--- src/rtl/text_line_display_pkg.sv ---
// Shared constants for the text line display: ASCII codes, colours, glyph cell size.
package text_line_display_pkg;

  localparam int unsigned CHAR_W = 8;
  localparam int unsigned CHAR_H = 16;

  localparam logic [7:0] ASCII_BS    = 8'h08;
  localparam logic [7:0] ASCII_CR    = 8'h0D;
  localparam logic [7:0] ASCII_SPACE = 8'h20;
  localparam logic [7:0] ASCII_UA    = 8'h41;
  localparam logic [7:0] ASCII_UZ    = 8'h5A;
  localparam logic [7:0] ASCII_LA    = 8'h61;
  localparam logic [7:0] ASCII_LZ    = 8'h7A;

  // Distance from a lowercase letter to its uppercase form
  localparam logic [7:0] CASE_OFFSET = 8'h20;

  localparam logic [11:0] COLOR_BLACK = 12'h000;
  localparam logic [11:0] COLOR_WHITE = 12'hFFF;

  typedef enum logic [0:0] {
    S_CLEAR = 1'b0,
    S_IDLE  = 1'b1
  } state_t;

endpackage

--- src/rtl/ascii_rom.sv ---
// Glyph ROM: address {code[6:0], row[3:0]}, one-cycle synchronous read, MSB = leftmost pixel.
// Reduced glyph set: 'H' and 'I' are drawn, other uppercase letters show a box, everything else is blank.
module ascii_rom (
  input  logic        clk,
  input  logic [10:0] i_addr,
  output logic [7:0]  o_data
);

  logic [6:0] w_code;
  logic [3:0] w_row;
  logic [7:0] w_bits;

  assign w_code = i_addr[10:4];
  assign w_row  = i_addr[3:0];

  // Glyph row lookup
  always_comb begin
    w_bits = 8'h00;
    if (w_code == 7'h48) begin
      if ((w_row >= 4'd2 && w_row <= 4'd6) || (w_row >= 4'd8 && w_row <= 4'd12)) w_bits = 8'hC6;
      else if (w_row == 4'd7) w_bits = 8'hFE;
    end else if (w_code == 7'h49) begin
      if (w_row == 4'd2 || w_row == 4'd12) w_bits = 8'h3C;
      else if (w_row >= 4'd3 && w_row <= 4'd11) w_bits = 8'h18;
    end else if (w_code >= 7'h41 && w_code <= 7'h5A) begin
      if (w_row == 4'd2 || w_row == 4'd13) w_bits = 8'h7E;
      else if (w_row >= 4'd3 && w_row <= 4'd12) w_bits = 8'h42;
    end
  end

  // Synchronous read
  always_ff @(posedge clk) begin
    o_data <= w_bits;
  end

endmodule

--- src/rtl/text_line_display.sv ---
// One line of scaled 8x16 glyphs with a blinking underline cursor, fed by a valid/ready char stream.
module text_line_display
  import text_line_display_pkg::*;
#(
  parameter int unsigned NUM_CHARS  = 16,
  parameter int unsigned X0         = 256,
  parameter int unsigned Y0         = 208,
  parameter int unsigned SCALE_LOG2 = 0,
  parameter logic [11:0] FG         = COLOR_BLACK,
  parameter logic [11:0] BG         = COLOR_WHITE,
  parameter int unsigned BLINK_DIV  = 12_500_000
) (
  input  logic                               clk,
  input  logic                               reset,
  input  logic                               video_on,
  input  logic [9:0]                         x,
  input  logic [9:0]                         y,
  input  logic                               char_valid,
  input  logic [7:0]                         char_data,
  output logic                               char_ready,
  output logic [$clog2(NUM_CHARS + 1)-1:0]   cursor,
  output logic                               full,
  output logic [11:0]                        rgb
);

  localparam int unsigned CW       = $clog2(NUM_CHARS + 1);
  localparam int unsigned IW       = (NUM_CHARS > 1) ? $clog2(NUM_CHARS) : 1;
  localparam int unsigned BW       = (BLINK_DIV > 1) ? $clog2(BLINK_DIV) : 1;
  localparam int unsigned LINE_W   = NUM_CHARS * (CHAR_W << SCALE_LOG2);
  localparam int unsigned LINE_H   = CHAR_H << SCALE_LOG2;
  localparam logic [CW-1:0] CUR_MAX    = CW'(NUM_CHARS);
  localparam logic [IW-1:0] LAST_CELL  = IW'(NUM_CHARS - 1);
  localparam logic [BW-1:0] BLINK_LAST = BW'(BLINK_DIV - 1);

  state_t        r_state, w_state_nxt;
  logic [IW-1:0] r_sweep_idx, w_sweep_nxt;
  logic [CW-1:0] r_cursor, w_cursor_nxt;
  logic [6:0]    r_cells [NUM_CHARS];
  logic [BW-1:0] r_blink_cnt;
  logic          r_blink;

  logic          w_full, w_xfer, w_we;
  logic [IW-1:0] w_waddr;
  logic [6:0]    w_wdata;
  logic [7:0]    w_code;

  assign char_ready = (r_state == S_IDLE);
  assign w_xfer     = char_valid & char_ready;
  assign w_full     = (r_cursor == CUR_MAX);
  assign full       = w_full;
  assign cursor     = r_cursor;

  // Next state, cursor and buffer write port
  always_comb begin
    w_state_nxt  = r_state;
    w_sweep_nxt  = r_sweep_idx;
    w_cursor_nxt = r_cursor;
    w_we         = 1'b0;
    w_waddr      = r_sweep_idx;
    w_wdata      = ASCII_SPACE[6:0];
    w_code       = char_data;
    if (char_data >= ASCII_LA && char_data <= ASCII_LZ) w_code = char_data - CASE_OFFSET;
    case (r_state)
      S_CLEAR: begin
        w_we = 1'b1;
        if (r_sweep_idx == LAST_CELL) begin
          w_state_nxt = S_IDLE;
          w_sweep_nxt = '0;
        end else begin
          w_sweep_nxt = r_sweep_idx + 1'b1;
        end
      end
      S_IDLE: begin
        if (w_xfer) begin
          if ((w_code >= ASCII_UA && w_code <= ASCII_UZ) || w_code == ASCII_SPACE) begin
            if (!w_full) begin
              w_we         = 1'b1;
              w_waddr      = IW'(r_cursor);
              w_wdata      = w_code[6:0];
              w_cursor_nxt = r_cursor + 1'b1;
            end
          end else if (w_code == ASCII_BS) begin
            if (r_cursor != '0) begin
              w_we         = 1'b1;
              w_waddr      = IW'(r_cursor - 1'b1);
              w_cursor_nxt = r_cursor - 1'b1;
            end
          end else if (w_code == ASCII_CR) begin
            w_cursor_nxt = '0;
            w_sweep_nxt  = '0;
            w_state_nxt  = S_CLEAR;
          end
        end
      end
      default: w_state_nxt = S_CLEAR;
    endcase
  end

  // State, sweep index and cursor registers
  always_ff @(posedge clk) begin
    if (reset) begin
      r_state     <= S_CLEAR;
      r_sweep_idx <= '0;
      r_cursor    <= '0;
    end else begin
      r_state     <= w_state_nxt;
      r_sweep_idx <= w_sweep_nxt;
      r_cursor    <= w_cursor_nxt;
    end
  end

  // Cell buffer write; contents are initialised by the clear sweep, not by reset
  always_ff @(posedge clk) begin
    if (w_we && !reset) r_cells[w_waddr] <= w_wdata;
  end

  // Cursor blink; any accepted character restarts the visible phase
  always_ff @(posedge clk) begin
    if (reset) begin
      r_blink_cnt <= '0;
      r_blink     <= 1'b1;
    end else if (w_xfer) begin
      r_blink_cnt <= '0;
      r_blink     <= 1'b1;
    end else if (r_blink_cnt == BLINK_LAST) begin
      r_blink_cnt <= '0;
      r_blink     <= ~r_blink;
    end else begin
      r_blink_cnt <= r_blink_cnt + 1'b1;
    end
  end

  // Stage 0: pixel geometry and glyph address
  logic [31:0]   w_dx, w_dy;
  logic          w_in_line, w_cursor_hit;
  logic [CW-1:0] w_cell;
  logic [2:0]    w_col;
  logic [3:0]    w_row;
  logic [6:0]    w_cell_char;
  logic [7:0]    w_rom_data;

  assign w_dx      = 32'(x) - X0;
  assign w_dy      = 32'(y) - Y0;
  assign w_in_line = (32'(x) >= X0) && (32'(x) < X0 + LINE_W) &&
                     (32'(y) >= Y0) && (32'(y) < Y0 + LINE_H);
  assign w_cell    = CW'(w_dx >> (3 + SCALE_LOG2));
  assign w_col     = 3'(w_dx >> SCALE_LOG2);
  assign w_row     = 4'(w_dy >> SCALE_LOG2);
  assign w_cell_char  = w_in_line ? r_cells[IW'(w_cell)] : ASCII_SPACE[6:0];
  assign w_cursor_hit = (w_cell == r_cursor) && !w_full && (w_row >= 4'd14) && r_blink;

  ascii_rom u_rom (
    .clk    (clk),
    .i_addr ({w_cell_char, w_row}),
    .o_data (w_rom_data)
  );

  // Stage 1: side-band aligned with the ROM read
  logic [2:0] r_col_d;
  logic       r_in_line_d, r_video_d, r_cursor_hit_d;

  always_ff @(posedge clk) begin
    if (reset) begin
      r_col_d        <= '0;
      r_in_line_d    <= 1'b0;
      r_video_d      <= 1'b0;
      r_cursor_hit_d <= 1'b0;
    end else begin
      r_col_d        <= w_col;
      r_in_line_d    <= w_in_line;
      r_video_d      <= video_on;
      r_cursor_hit_d <= w_cursor_hit;
    end
  end

  // Stage 2: colour select
  logic w_lit;
  assign w_lit = w_rom_data[3'd7 - r_col_d] | r_cursor_hit_d;

  always_ff @(posedge clk) begin
    if (reset)                     rgb <= '0;
    else if (!r_video_d)           rgb <= '0;
    else if (r_in_line_d && w_lit) rgb <= FG;
    else                           rgb <= BG;
  end

endmodule

--- config.mk ---
export PLATFORM = sky130hd
export DESIGN_NAME = text_line_display
export DESIGN_NICKNAME = d
export VERILOG_FILES = /design/src/rtl/text_line_display_pkg.sv /design/src/rtl/ascii_rom.sv /design/src/rtl/text_line_display.sv
export SDC_FILE = /design/constraint.sdc
export NUM_CORES = 1
export LEC_CHECK = 0
export BUFFER_PORTS_ARGS = -buffer_cell sky130_fd_sc_hd__buf_2
export CAP_MARGIN = 5
export CORE_MARGIN = 2
export CORE_UTILIZATION = 55
export DETAILED_ROUTE_END_ITERATION = 10
export PLACE_DENSITY = 0.76
export SLEW_MARGIN = 20
export SYNTH_ARGS = -nofsm -noshare
export SYNTH_HDL_FRONTEND = slang
export SYNTH_SLANG_ARGS = --single-unit
export TNS_END_PERCENT = 30
--- constraint.sdc ---
create_clock -name clk -period 7.88 [get_ports clk]
set_input_delay 0.788 -clock clk [delete_from_list [all_inputs] [get_ports clk]]
set_output_delay 0.788 -clock clk [all_outputs]
set_load 0.05 [all_outputs]
Yosys cells after proc, flatten, opt, wreduce, memory -nomap -nowiden
Memories as Yosys holds them, arrays and structs flattened.
Index checks and enable logic that the tools add are counted.
{"block": "totals", "regBits": 61, "latch_bits": 0, "ramBits": 112, "mem_bits_ro": 0, "in_bits": 32, "word_cells": 139, "mem_count": 1}
{"block": "op_classes", "n_addsub": 8, "multipliers": 0, "div": 0, "n_lt_le_gt_ge": 18, "eq_ne": 19, "shift": 0, "muxes": 49, "n_bitwise": 5, "reduce_logical": 28}
{"name": "r_cells", "depth": 16, "word_bits": 7, "rd": 1, "rd_ports_with_merged_regs": 0, "write_ports": 1, "line_no": "text_line_display.sv:38", "source": "logic [6:0] r_cells [NUM_CHARS];"}
{"op": "8-bit 2-to-1 mux", "count": 8}
{"op": "4-bit 2-to-1 mux", "count": 11}
{"op": "7-bit 2-to-1 mux", "count": 6}
{"op": "5-bit 2-to-1 mux", "count": 6}
{"op": "24-bit by 1-bit adder with 24-bit output (second input constant)", "count": 1}
{"op": "24-bit equality test (second input constant)", "count": 1}
{"op": "8-bit by 4-bit equality test with 1-bit output (second input constant)", "count": 2}
{"op": "8-bit by 7-bit >= comparator with 1-bit output (second input constant)", "count": 2}
{"op": "8-bit by 7-bit <= comparator with 1-bit output (second input constant)", "count": 2}
{"op": "1-bit logical AND", "count": 15}
{"op": "7-bit equality test (second input constant)", "count": 2}
{"op": "1-bit 2-to-1 mux", "count": 13}
{"op": "4-bit equality test (second input constant)", "count": 3}
{"op": "12-bit 2-to-1 mux", "count": 1}
{"op": "10-bit by 8-bit >= comparator with 1-bit output (second input constant)", "count": 1}
{"op": "10-bit by 9-bit >= comparator with 1-bit output (second input constant)", "count": 1}
{"op": "10-bit by 8-bit < comparator with 1-bit output (second input constant)", "count": 1}
{"op": "10-bit by 9-bit < comparator with 1-bit output (second input constant)", "count": 1}
{"op": "8-bit by 6-bit equality test with 1-bit output (second input constant)", "count": 1}
{"op": "4-bit by 2-bit >= comparator with 1-bit output (second input constant)", "count": 2}
{"op": "4-bit >= comparator (second input constant)", "count": 2}
{"op": "4-bit <= comparator (second input constant)", "count": 2}
{"op": "4-bit case mux with 2 select lines", "count": 1}
{"op": "8-bit by 1-bit subtractor with 8-bit output (second input constant)", "count": 1}
{"op": "30 further kinds", "count": 41}

Depth between registers and ports, before layout
Gate-level depths: netlist of the first run.
{"block": "logic_depth", "ltp_word": 12, "depth_mapped": 11, "mapped_depth_nobuf": 9}

Modules after synthesis
Synthesis of the first run repeated with hierarchy kept, for this count alone.
{"block": "unflattened", "cells_unflattened": 536, "area_unflattened_um2": 7165.6}
{"module": "text_line_display", "instances": 1, "cells_each": 497, "area_per_inst_um2": 6834.1}
{"module": "ascii_rom", "instances": 1, "cells_each": 39, "area_per_inst_um2": 331.6}

Worst setup path after synthesis of the first run
No wires, ideal clock.
{"block": "synth_timing", "path_type": "input-to-reg", "from": "input port char_data[5]", "to": "memory r_cells[11][0] (enable)", "arrival_time_ps": 3690, "required_time_ps": 7500, "path_slack_ps": 3810, "cell_stages": 9, "path_buffers": 1, "cell_sequence": "buf_2 inv_1 ha_1 or4bb_1 a2111oi_4 o21bai_2 a31oi_1 or4b_1 nor3_1"}
{"block": "synth_via", "elab_chain_cells": 12}
{"item": "start, declared", "line_no": "text_line_display.sv:19", "source": "input logic [7:0] char_data,"}
{"item": "8-bit by 7-bit >= comparator with 1-bit output / 8-bit by 7-bit <= comparator with 1-bit output (equally long branches)", "line_no": "text_line_display.sv:62", "source": "if (char_data >= ASCII_LA && char_data <= ASCII_LZ) w_code = char_data - CASE_OFFSET;"}
{"item": "1-bit logical AND", "line_no": "text_line_display.sv:62"}
{"item": "8-bit 2-to-1 mux *", "line_no": "text_line_display.sv:62"}
{"item": "8-bit by 7-bit >= comparator with 1-bit output / 8-bit by 7-bit <= comparator with 1-bit output (equally long branches)", "line_no": "text_line_display.sv:75", "source": "if ((w_code >= ASCII_UA && w_code <= ASCII_UZ) || w_code == ASCII_SPACE) begin"}
{"item": "1-bit logical AND", "line_no": "text_line_display.sv:75"}
{"item": "1-bit logical OR", "line_no": "text_line_display.sv:75"}
{"item": "1-bit 2-to-1 mux", "line_no": "text_line_display.sv:75"}
{"item": "1-bit 2-to-1 mux", "line_no": "text_line_display.sv:74", "source": "if (w_xfer) begin"}
{"item": "1-bit case mux with 2 select lines", "line_no": "text_line_display.sv:63", "source": "case (r_state)"}
{"item": "1-bit logical AND", "line_no": "text_line_display.sv:114", "source": "if (w_we && !reset) r_cells[w_waddr] <= w_wdata;"}
{"item": "1-bit 2-to-1 mux", "line_no": "text_line_display.sv:114"}
{"item": "1-bit 2-to-1 mux (not written as such)", "line_no": "text_line_display.sv:114"}
{"item": "end, declared", "line_no": "text_line_display.sv:38"}
Mark *: on every way between the ends. The rest lies on a longest branch, timed or not.

Worst setup path in the final report of the first run
{"block": "layout_timing", "from": "input port char_data[5]", "to": "memory r_cells[11][1] (enable)"}
Same word-level chain as after synthesis.

==> flow_metrics.env, run 1 <==
export IMPL_outcome="finished clean"
export IMPL_cts_sinks=159
export IMPL_final_cells=822
export IMPL_route_detailed_drc=0
export IMPL_antenna_cells_inserted=0
export IMPL_yosys_area_top_type="sky130_fd_sc_hd__edfxtp_1"
export IMPL_final_antenna_net_count=0
export IMPL_grt_max_degree=38
export IMPL_antenna_found_initial=0
export IMPL_fin_setup_tns_ns=0
export IMPL_track_usage=0.233
export IMPL_worst_endpoint_arrival_ns=4.31
export IMPL_cp_max_fo=13
export IMPL_clock_tree_root_cell="sky130_fd_sc_hd__clkbuf_16"
export IMPL_die_h_um=120
export IMPL_nNetsFinal=672
export IMPL_synthesis_area_per_instance_um2=12.2
export IMPL_share_of_the_clock_period_used_by_the_worst_path_after_layout=0.542
export IMPL_global_route_wire_length_before_repair_um=25400
export IMPL_worst_ep_required_time_ns=7.92
export IMPL_synth_lib_cells_used_distinct=70
export IMPL_initial_core_util=0.559
export IMPL_io_pins=51
export IMPL_drt_wirelength_per_cell_um=19.4
export IMPL_crit_chain="buf_2 -> inv_1 -> ha_1 -> o21ai_0 -> nand2_1 -> o21ai_1 -> nand2_1 -> a31oi_1 -> or4b_1 -> nor3_1"
export IMPL_synthMostInstantiatedCell="sky130_fd_sc_hd__edfxtp_1"
export IMPL_io_buffer_count=50
export IMPL_total_power_mw=1.84
export IMPL_fraction_of_synthesized_cell_area_taken_by_the_top_area_cell_type=0.458
export IMPL_critPathCaptureType="flop"
export IMPL_postPlaceCellArea_um2=7630
export IMPL_die_area_um2=14300
export IMPL_maxCapViolations=0
export IMPL_dp_final_hpwl_um=10800
export IMPL_hold_path_class="flop to flop"
export IMPL_ys_ff_latch=159
export IMPL_drt_vias_per_instance=6.15
export IMPL_final_area_um2=8240
export IMPL_post_cts_setup_buffers=0
export IMPL_combined_area_of_all_synthesized_cells_um2=7340
export IMPL_drt_iter0_markers=527
export IMPL_gp_routability_congestion=0.874
export IMPL_synth_enable_flop_cells=112
export IMPL_final_max_slew_viol_count=0
export IMPL_multi_input_area_um2=2770
export IMPL_max_stage_delay_ns=0.75
export IMPL_cts_reportedPaths_clkPinSlew_ns=0.06
export IMPL_synthFlopType="sky130_fd_sc_hd__edfxtp_1"
export IMPL_power_static_leakage_nw=3.04
export IMPL_drive_above_1_share=0.175
export IMPL_grt_setup_unrepaired="no"
export IMPL_timing_worst_setup_path_type="input pin to flop"
export IMPL_synth_area_leaders="sky130_fd_sc_hd__edfxtp_1 (46%), sky130_fd_sc_hd__dfxtp_1 (13%), sky130_fd_sc_hd__mux4_2 (6.1%)"
export IMPL_slew_at_the_pin_with_the_worst_max_slew_slack_ns=1.09
export IMPL_insertion_delay_ns=0.42
export IMPL_max_slew_margin_rel=0.269
export IMPL_cts_made_buffers=17
export IMPL_synth_seq_area_share=0.586
export IMPL_core_um2=13100
export IMPL_crit_path_top_delay_cell="sky130_fd_sc_hd__nor3_1"
export IMPL_p_per_area_nw_per_um2=224
export IMPL_async_reset_ff_frac=0
export IMPL_fillCellCount=999
export IMPL_skew_ns=0.00596
export IMPL_chipWidth_um=120
export IMPL_area_delta_synth_final_pct=12.3
export IMPL_rows=42
export IMPL_synth_net_count=638
export IMPL_synthesis_yosys_warnings=0
export IMPL_syn_inst=600
export IMPL_tritoncts="built"
export IMPL_cts_htree_levels=4
export IMPL_final_period_minus_worst_setup_slack_ns=4.27
export IMPL_cp_start_kind="input pin"
export IMPL_peakVddDrop_mv=0.153
export IMPL_grt_pass1_vias=4996
export IMPL_synth_common_cells="sky130_fd_sc_hd__edfxtp_1 (112), sky130_fd_sc_hd__nor2_1 (62), sky130_fd_sc_hd__dfxtp_1 (47)"
export IMPL_gr_total_overflow=0
export IMPL_seq_area_um2=4300
export IMPL_drt_pass1_iter_count=6
export IMPL_routed_wl_um=15900
export IMPL_hold_slack_ns=0.455
export IMPL_critPathMostFrequentCell="sky130_fd_sc_hd__nand2_1"
export IMPL_achievable_frequency_mhz=234
export IMPL_vias=5059
export IMPL_clock_tree_buffer_depth=2
export IMPL_hold_viol=0
export IMPL_dp_cells=791
export IMPL_post_cts_resized_instances=0
export IMPL_cts_hold_fix_buffers=0
export IMPL_setup_violations=0
state kept, by name, indices dropped and copies added, names as in the netlist, 3 cells and up:
name / cells
r_sweep_idx: 4
u_rom.o_data: 5
r_col_d: 3
r_cells: 112
cursor: 5
r_blink_cnt: 24
report_power, final:
part | leakage (nW) | internal [mW] | total [mW] | switching, mW
combinational | 1.15 | 0.0366 | 0.104 | 0.0673
sequential | 1.59 | 0.895 | 0.901 | 0.00581
clock | 0.298 | 0.527 | 0.839 | 0.312
total | 3.04 | 1.46 | 1.84 | 0.385
worst max-delay path: cells and delay by family:
kind                       cells  cell delay [ns]
buffers and inverters          2             0.29
and+or+nand+nor                4             1.55
AOI/OAI and AO/OA              3             1.34
adders and majority gates      1             0.34
area by class of cell:
class	instances	area share
Sequential cell	159	0.522
Inverter	23	0.0105
Tap cell	176	0.0267
Timing Repair Buffer	51	0.0313
Clock buffer	20	0.0530
Multi-Input combinational cell	382	0.336
Clock inverter	11	0.0202
through the flow:
| stage | worst slack [ns] | util |
|---|---|---|
| 6_report | 3.61 | 0.627 |
| 5_1_grt | 3.33 | 0.627 |
| 4_1_cts | 3.68 | 0.627 |
| 3_5_place_dp | 3.26 | 0.581 |
| 3_3_place_gp | 3.47 | 0.581 |
| 2_1_floorplan | 3.81 | - |
path summary, 6_finish.rpt:
check	start	end	slack, ns	cells after the start
worst max-delay path	char_data[5]	r_cells[11][1]	3.61	10
worst max register to register	cursor[0]	r_cells[11][1]	4.21	8
worst min register to register	r_blink_cnt[0]	r_blink_cnt[0]	0.46	1
worst min-delay path	r_blink_cnt[0]	r_blink_cnt[0]	0.46	1
cells in the final DEF (no fill, tap or decap), types with 5 or more instances in the layout:
cell                        instances
sky130_fd_sc_hd__clkbuf_16         17
sky130_fd_sc_hd__o21ai_0           19
sky130_fd_sc_hd__and3_1             6
sky130_fd_sc_hd__a221oi_1           5
sky130_fd_sc_hd__mux4_2            20
sky130_fd_sc_hd__nor3b_1            9
sky130_fd_sc_hd__nand3_1           18
sky130_fd_sc_hd__buf_2             50
sky130_fd_sc_hd__nor4_1             6
sky130_fd_sc_hd__a21oi_1           19
sky130_fd_sc_hd__nor2_1            62
sky130_fd_sc_hd__nor2b_1           11
sky130_fd_sc_hd__xor2_1            15
sky130_fd_sc_hd__xnor2_1           12
sky130_fd_sc_hd__or3_1              6
sky130_fd_sc_hd__edfxtp_1         112
sky130_fd_sc_hd__and2_1            10
sky130_fd_sc_hd__inv_1             23
sky130_fd_sc_hd__o22ai_1            5
sky130_fd_sc_hd__nand4_1           12
sky130_fd_sc_hd__mux2i_1           11
sky130_fd_sc_hd__nand2_1           31
sky130_fd_sc_hd__dfxtp_1           47
sky130_fd_sc_hd__nor3_1            14
sky130_fd_sc_hd__a22o_1             5
sky130_fd_sc_hd__ha_1               6
sky130_fd_sc_hd__a31oi_1            7
per-layer routing:
metal / global-route usage / share of wire / routed length (um)
met1: 0.300 / 0.40 / 6400
met2: 0.390 / 0.51 / 8110
met3: 0.0442 / 0.063 / 1010
met4: 0.100 / 0.026 / 410
met5: 0 / 0 / 0
logic make-up (layout without fill, tap and decap cells):
logic type	Yosys count	after routing	synth area share
AND/OR/NAND/NOR	212	212	0.153
flip-flops	159	159	0.586
AO/OA/AOI/OAI	106	106	0.104
buffers and inverters	59	105	0.0375
multiplexers	31	31	0.0764
XOR/XNOR	27	27	0.0322
adder cells (fa/ha/maj)	6	6	0.0102
Power figures use the tool's default switching activity.
==> run 2, diff against run 1 <==
Settings changed: CORE_UTILIZATION 55 to 54, PLACE_DENSITY 0.76 to 0.77.
Clock period 7.88 ns to 3.7 ns, I/O delays scaled along.
==> flow_metrics.env, run 2 (synthesis results as in run 1) <==
export IMPL_p_per_area_nw_per_um2=456
export IMPL_commonest_non_fill_non_tap_cell_in_the_layout="sky130_fd_sc_hd__edfxtp_1"
export IMPL_route_detailed_drc=0
export IMPL_grt_pass1_vias=5038
export IMPL_crit_chain="buf_2 -> inv_1 -> ha_1 -> or4bb_1 -> a2111oi_4 -> o21bai_2 -> o22ai_1 -> buf_4 -> a31o_1 -> o21ai_0 -> nor3_1"
export IMPL_most_frequent_cells_in_the_layout="sky130_fd_sc_hd__edfxtp_1 (112), sky130_fd_sc_hd__nor2_1 (62), sky130_fd_sc_hd__buf_2 (50), sky130_fd_sc_hd__dfxtp_1 (47), sky130_fd_sc_hd__nand2_1 (31)"
export IMPL_hold_viol=0
export IMPL_post_cts_resized_instances=0
export IMPL_antenna_cells_inserted=0
export IMPL_maxCapViolations=0
export IMPL_holdPathEnd="r_col_d[1]"
export IMPL_timing_rr_start="char_ready"
export IMPL_multi_input_area_um2=2760
export IMPL_skew_ns=0.00831
export IMPL_final_core_utilization=0.636
export IMPL_grt_util_met3=0.0509
export IMPL_outcome="finished clean"
export IMPL_timing_hold_worst_path_depth=2
export IMPL_cpLargestDelayFamily="simple AND/OR/NAND/NOR gates"
export IMPL_worst_endpoint_arrival_ns=3.52
export IMPL_timing_worst_setup_path_type="input pin to flop"
export IMPL_critPathCaptureType="flop"
export IMPL_slack_of_the_worst_reg_to_reg_path_ns=0.46
export IMPL_max_flop_register="r_cells"
export IMPL_drive_above_1_share=0.209
export IMPL_hold_path_class="input pin to flop"
export IMPL_achievable_frequency_mhz=287
export IMPL_rows=42
export IMPL_chipWidth_um=121
export IMPL_die_h_um=121
export IMPL_swShare=0.232
export IMPL_drt_vias_per_instance=6.15
export IMPL_worst_ep_required_time_ns=3.73
export IMPL_globalRoute_busiestLayer="met2"
export IMPL_cp_start_kind="input pin"
export IMPL_largest_register_ffs=112
export IMPL_nNetsFinal=700
export IMPL_hold_sp="x[1]"
export IMPL_power_static_leakage_nw=3.16
export IMPL_cts_reportedPaths_clkPinSlew_ns=0.06
export IMPL_seq_area_um2=4300
export IMPL_die_area_um2=14500
export IMPL_power_internal_mw=2.95
export IMPL_routed_wl_um=16200
export IMPL_power_frac_comb=0.062
export IMPL_switching_component_of_the_power_mw=0.890
export IMPL_gp_routability_congestion=0.889
export IMPL_gr_total_overflow=0
export IMPL_slew_at_the_pin_with_the_worst_max_slew_slack_ns=1.06
export IMPL_global_route_wire_length_before_repair_um=25800
export IMPL_setup_violations=0
export IMPL_use_met1=0.308
export IMPL_insertion_delay_ns=0.42
export IMPL_final_area_um2=8420
export IMPL_cts_htree_levels=4
export IMPL_final_period_minus_worst_setup_slack_ns=3.48
export IMPL_drt_wirelength_per_cell_um=19.1
export IMPL_share_of_the_clock_period_used_by_the_worst_path_after_layout=0.942
export IMPL_dp_final_hpwl_um=11000
export IMPL_max_slew_margin_rel=0.290
export IMPL_track_usage=0.232
export IMPL_io_pins=51
export IMPL_post_cts_setup_buffers=0
export IMPL_postPlaceCellArea_um2=7840
export IMPL_initial_core_util=0.554
export IMPL_fin_setup_tns_ns=0
export IMPL_cts_sinks=159
export IMPL_cts_hold_fix_buffers=0
export IMPL_critPathBufInv=3
export IMPL_worst_slack_ns=0.216
export IMPL_final_antenna_net_count=0
export IMPL_peakVddDrop_mv=0.365
export IMPL_grt_setup_unrepaired="no"
export IMPL_antenna_found_initial=0
export IMPL_seq_power_share=0.500
export IMPL_cp_max_fo=7
export IMPL_fillCellCount=961
export IMPL_clock_tree_root_cell="sky130_fd_sc_hd__clkbuf_16"
export IMPL_io_buffer_count=50
export IMPL_drt_iter0_markers=753
export IMPL_vias=5234
export IMPL_regToRegEndpoint="r_cells[13][4]"
export IMPL_max_stage_delay_ns=0.90
export IMPL_grtUsageMet2=0.385
export IMPL_area_delta_synth_final_pct=14.7
export IMPL_drt_pass1_iter_count=7
export IMPL_cts_made_buffers=17
export IMPL_r2r_worst_path_cells=5
export IMPL_tritoncts="built"
export IMPL_share_clk_of_total_power=0.438
export IMPL_crit_path_top_delay_cell="sky130_fd_sc_hd__nor3_1"
export IMPL_placement_setup_worst_slack_ns=-0.106
export IMPL_final_max_slew_viol_count=0
export IMPL_grt_max_degree=38
export IMPL_largestRegisters="r_cells: 112 flops, r_blink_cnt: 24 flops"
export IMPL_core_um2=13200
export IMPL_clock_tree_buffer_depth=2
run 2: changes by cell type in the layout (fill, tap and decap cells not counted), sizes merged:
| cell | previous run | this run |
|---|---|---|
| bufinv | 4 | 1 |
| buf | 51 | 79 |
| clkinvlp | 0 | 2 |
| clkbuf | 20 | 18 |
| clkinv | 7 | 4 |
| inv | 23 | 30 |
run 2: routing by layer:
| metal | up-vias | wire length [um] |
|---|---|---|
| met5 | - | 0 |
| met2 | 241 | 7920 |
| li1 | 2394 | - |
| met4 | 0 | 392 |
| met1 | 2542 | 6840 |
| met3 | 57 | 1100 |
run 2: power groups by stage:
stage | clock network (mW) | registers (mW) | logic, mW
detailed placement | 0 | 1.96 | 0.234
global route | 1.78 | 1.92 | 0.259
CTS | 1.70 | 1.92 | 0.237
floorplan | 0 | 1.95 | 0.161
finish | 1.68 | 1.92 | 0.238
global placement | 0 | 1.96 | 0.226
run 2: worst max path at each step:
stage,cells past startpoint,start,end,slack [ns]
after global placement,10,char_data[6],r_cells[11][6],0.1
after floorplan,9,char_data[5],r_cells[11][0],0.05
after global routing,10,char_data[6],r_cells[11][6],0.12
after CTS,10,char_data[6],r_cells[11][6],0.30
after detailed placement,10,char_data[6],r_cells[11][6],-0.11
final,11,char_data[6],r_cells[13][4],0.22
run 2: area by class of cell:
class / count / share of cell area
Clock buffer: 18 / 0.0510
Clock inverter: 14 / 0.0177
Inverter: 23 / 0.0103
Multi-Input combinational cell: 382 / 0.328
Sequential cell: 159 / 0.511
Tap cell: 176 / 0.0262
Timing Repair Buffer: 79 / 0.0556
run 2: per-stage QoR:
| step | power, mW | hold WS [ns] | std cells |
|---|---|---|---|
| 4_1_cts | 3.86 | 0.154 | 851 |
| 3_5_place_dp | 2.19 | 0.450 | 819 |
| 6_report | 3.84 | 0.166 | 851 |
| 2_1_floorplan | 2.12 | 0.426 | 600 |
| 5_1_grt | 3.96 | 0.163 | 851 |
| 3_3_place_gp | 2.18 | 0.443 | 819 |
==> run 3, diff against run 2 <==
==> constraint.sdc (replaced) <==
create_clock -name clk -period 3.7 [get_ports clk]
set_input_delay 0.555 -clock clk [delete_from_list [all_inputs] [get_ports clk]]
set_output_delay 0.555 -clock clk [all_outputs]
set_load 0.05 [all_outputs]
==> flow_metrics.env, run 3 (synthesis results as in run 1) <==
export IMPL_track_usage=0.242
export IMPL_cp_max_fo=7
export IMPL_outcome="finished clean"
export IMPL_maxCapViolations=0
export IMPL_cp_start_kind="input pin"
export IMPL_clock_tree_buffer_depth=2
export IMPL_dp_cells=831
export IMPL_nNetsFinal=712
export IMPL_hold_viol=0
export IMPL_seq_area_um2=4300
export IMPL_multi_input_area_um2=2770
export IMPL_crit_chain="buf_2 -> inv_1 -> ha_1 -> or4bb_1 -> a2111oi_4 -> o21bai_2 -> buf_4 -> a21oi_1 -> a2bb2oi_1 -> nand2_1 -> nor3_1"
export IMPL_power_static_leakage_nw=3.25
export IMPL_cts_htree_levels=4
export IMPL_drt_pass1_iter_count=5
export IMPL_drt_iter0_markers=616
export IMPL_most_frequent_cells_in_the_layout="sky130_fd_sc_hd__edfxtp_1 (112), sky130_fd_sc_hd__nor2_1 (62), sky130_fd_sc_hd__buf_2 (50), sky130_fd_sc_hd__dfxtp_1 (47), sky130_fd_sc_hd__buf_4 (41)"
export IMPL_max_flop_register="r_cells"
export IMPL_insertion_delay_ns=0.43
export IMPL_route_detailed_drc=0
export IMPL_slew_at_the_pin_with_the_worst_max_slew_slack_ns=0.977
export IMPL_commonest_non_fill_non_tap_cell_in_the_layout="sky130_fd_sc_hd__edfxtp_1"
export IMPL_dp_final_hpwl_um=11100
export IMPL_final_antenna_net_count=0
export IMPL_rows=42
export IMPL_fin_setup_tns_ns=0
export IMPL_hold_path_class="input pin to flop"
export IMPL_grt_setup_unrepaired="no"
export IMPL_gp_routability_congestion=0.844
export IMPL_final_cells=863
export IMPL_tritoncts="built"
export IMPL_drive_above_1_share=0.227
export IMPL_cts_hold_fix_buffers=0
export IMPL_grt_pass1_vias=5167
export IMPL_critPathCaptureType="flop"
export IMPL_die_h_um=121
export IMPL_die_area_um2=14500
export IMPL_cts_sinks=159
export IMPL_gr_total_overflow=0
export IMPL_share_of_the_clock_period_used_by_the_worst_path_after_layout=0.929
export IMPL_antenna_found_initial=0
export IMPL_crit_path_top_delay_cell="sky130_fd_sc_hd__nor3_1"
export IMPL_max_stage_delay_ns=0.76
export IMPL_drt_vias_per_instance=6.14
export IMPL_io_pins=51
export IMPL_vias=5299
export IMPL_post_cts_setup_buffers=0
export IMPL_cts_made_buffers=17
export IMPL_largestRegisters="r_cells: 112 flops, r_blink_cnt: 24 flops"
export IMPL_core_um2=13200
export IMPL_timing_worst_setup_path_type="input pin to flop"
export IMPL_final_period_minus_worst_setup_slack_ns=3.44
export IMPL_largest_register_ffs=112
export IMPL_cts_reportedPaths_clkPinSlew_ns=0.06
export IMPL_placement_setup_worst_slack_ns=-0.118
export IMPL_worst_slack_ns=0.261
export IMPL_p_per_area_nw_per_um2=468
export IMPL_peakVddDrop_mv=0.365
export IMPL_chipWidth_um=121
export IMPL_skew_ns=0.00896
export IMPL_final_area_um2=8560
export IMPL_clock_tree_root_cell="sky130_fd_sc_hd__clkbuf_16"
export IMPL_critPathBufInv=3
export IMPL_max_slew_margin_rel=0.344
export IMPL_cpLargestDelayFamily="simple AND/OR/NAND/NOR gates"
export IMPL_worst_ep_required_time_ns=3.75
export IMPL_drt_wirelength_per_cell_um=19.6
export IMPL_achievable_frequency_mhz=291
export IMPL_global_route_wire_length_before_repair_um=26500
export IMPL_area_delta_synth_final_pct=16.7
export IMPL_antenna_cells_inserted=0
export IMPL_post_cts_resized_instances=0
export IMPL_worst_endpoint_arrival_ns=3.49
export IMPL_routed_wl_um=16900
export IMPL_fillCellCount=929
export IMPL_final_max_slew_viol_count=0
export IMPL_grt_max_degree=38
export IMPL_setup_violations=0
export IMPL_initial_core_util=0.554
export IMPL_postPlaceCellArea_um2=7940
export IMPL_io_buffer_count=50
[run 3: cell types whose count changed in the layout (fill, tap and decap cells not counted), sizes merged]
cell / change
buf: +12
clkbuf: -1
bufinv: +2
clkinvlp: -1
[run 3: path summary, 6_finish.rpt]
| check | to | from | cells past startpoint | slack [ns] |
|---|---|---|---|---|
| worst max-delay path | r_cells[13][4] | char_data[6] | 11 | 0.26 |
| worst min-delay path | r_col_d[1] | x[1] | 2 | 0.36 |
| worst max register to register | r_cells[13][4] | cursor[1] | 11 | 0.51 |
| worst min register to register | r_blink_cnt[0] | r_blink_cnt[0] | 1 | 0.46 |
[run 3: where the power goes]
part | internal, mW | switching (mW)
clock network | 1.09 | 0.755
logic | 0.0967 | 0.148
registers | 1.91 | 0.0137
total | 3.09 | 0.916
[run 3: metal layers]
layer / up-vias / global-route usage / share of wire
met2: 237 / 0.422 / 0.51
met3: 31 / 0.0675 / 0.078
met1: 2611 / 0.290 / 0.39
li1: 2420 / - / -
met4: 0 / 0.0785 / 0.017
met5: - / 0 / 0
[run 3: final cells by class]
| cell class | count | share of cell area |
|---|---|---|
| flip-flops and latches | 159 | 0.503 |
| multi-input cells | 382 | 0.323 |
| repair buffers | 91 | 0.0652 |
| clock buffers | 17 | 0.0497 |
| well taps | 176 | 0.0257 |
| clock inverters | 15 | 0.0237 |
| inverters | 23 | 0.0101 |
[run 3: per-stage QoR]
| step | utilization | power, mW | hold slack [ns] |
|---|---|---|---|
| floorplan | - | 2.12 | 0.426 |
| global placement | 0.599 | 2.18 | 0.438 |
| detailed placement | 0.599 | 2.19 | 0.450 |
| CTS | 0.647 | 4.02 | 0.352 |
| global route | 0.647 | 4.11 | 0.348 |
| finish | 0.647 | 4.01 | 0.357 |
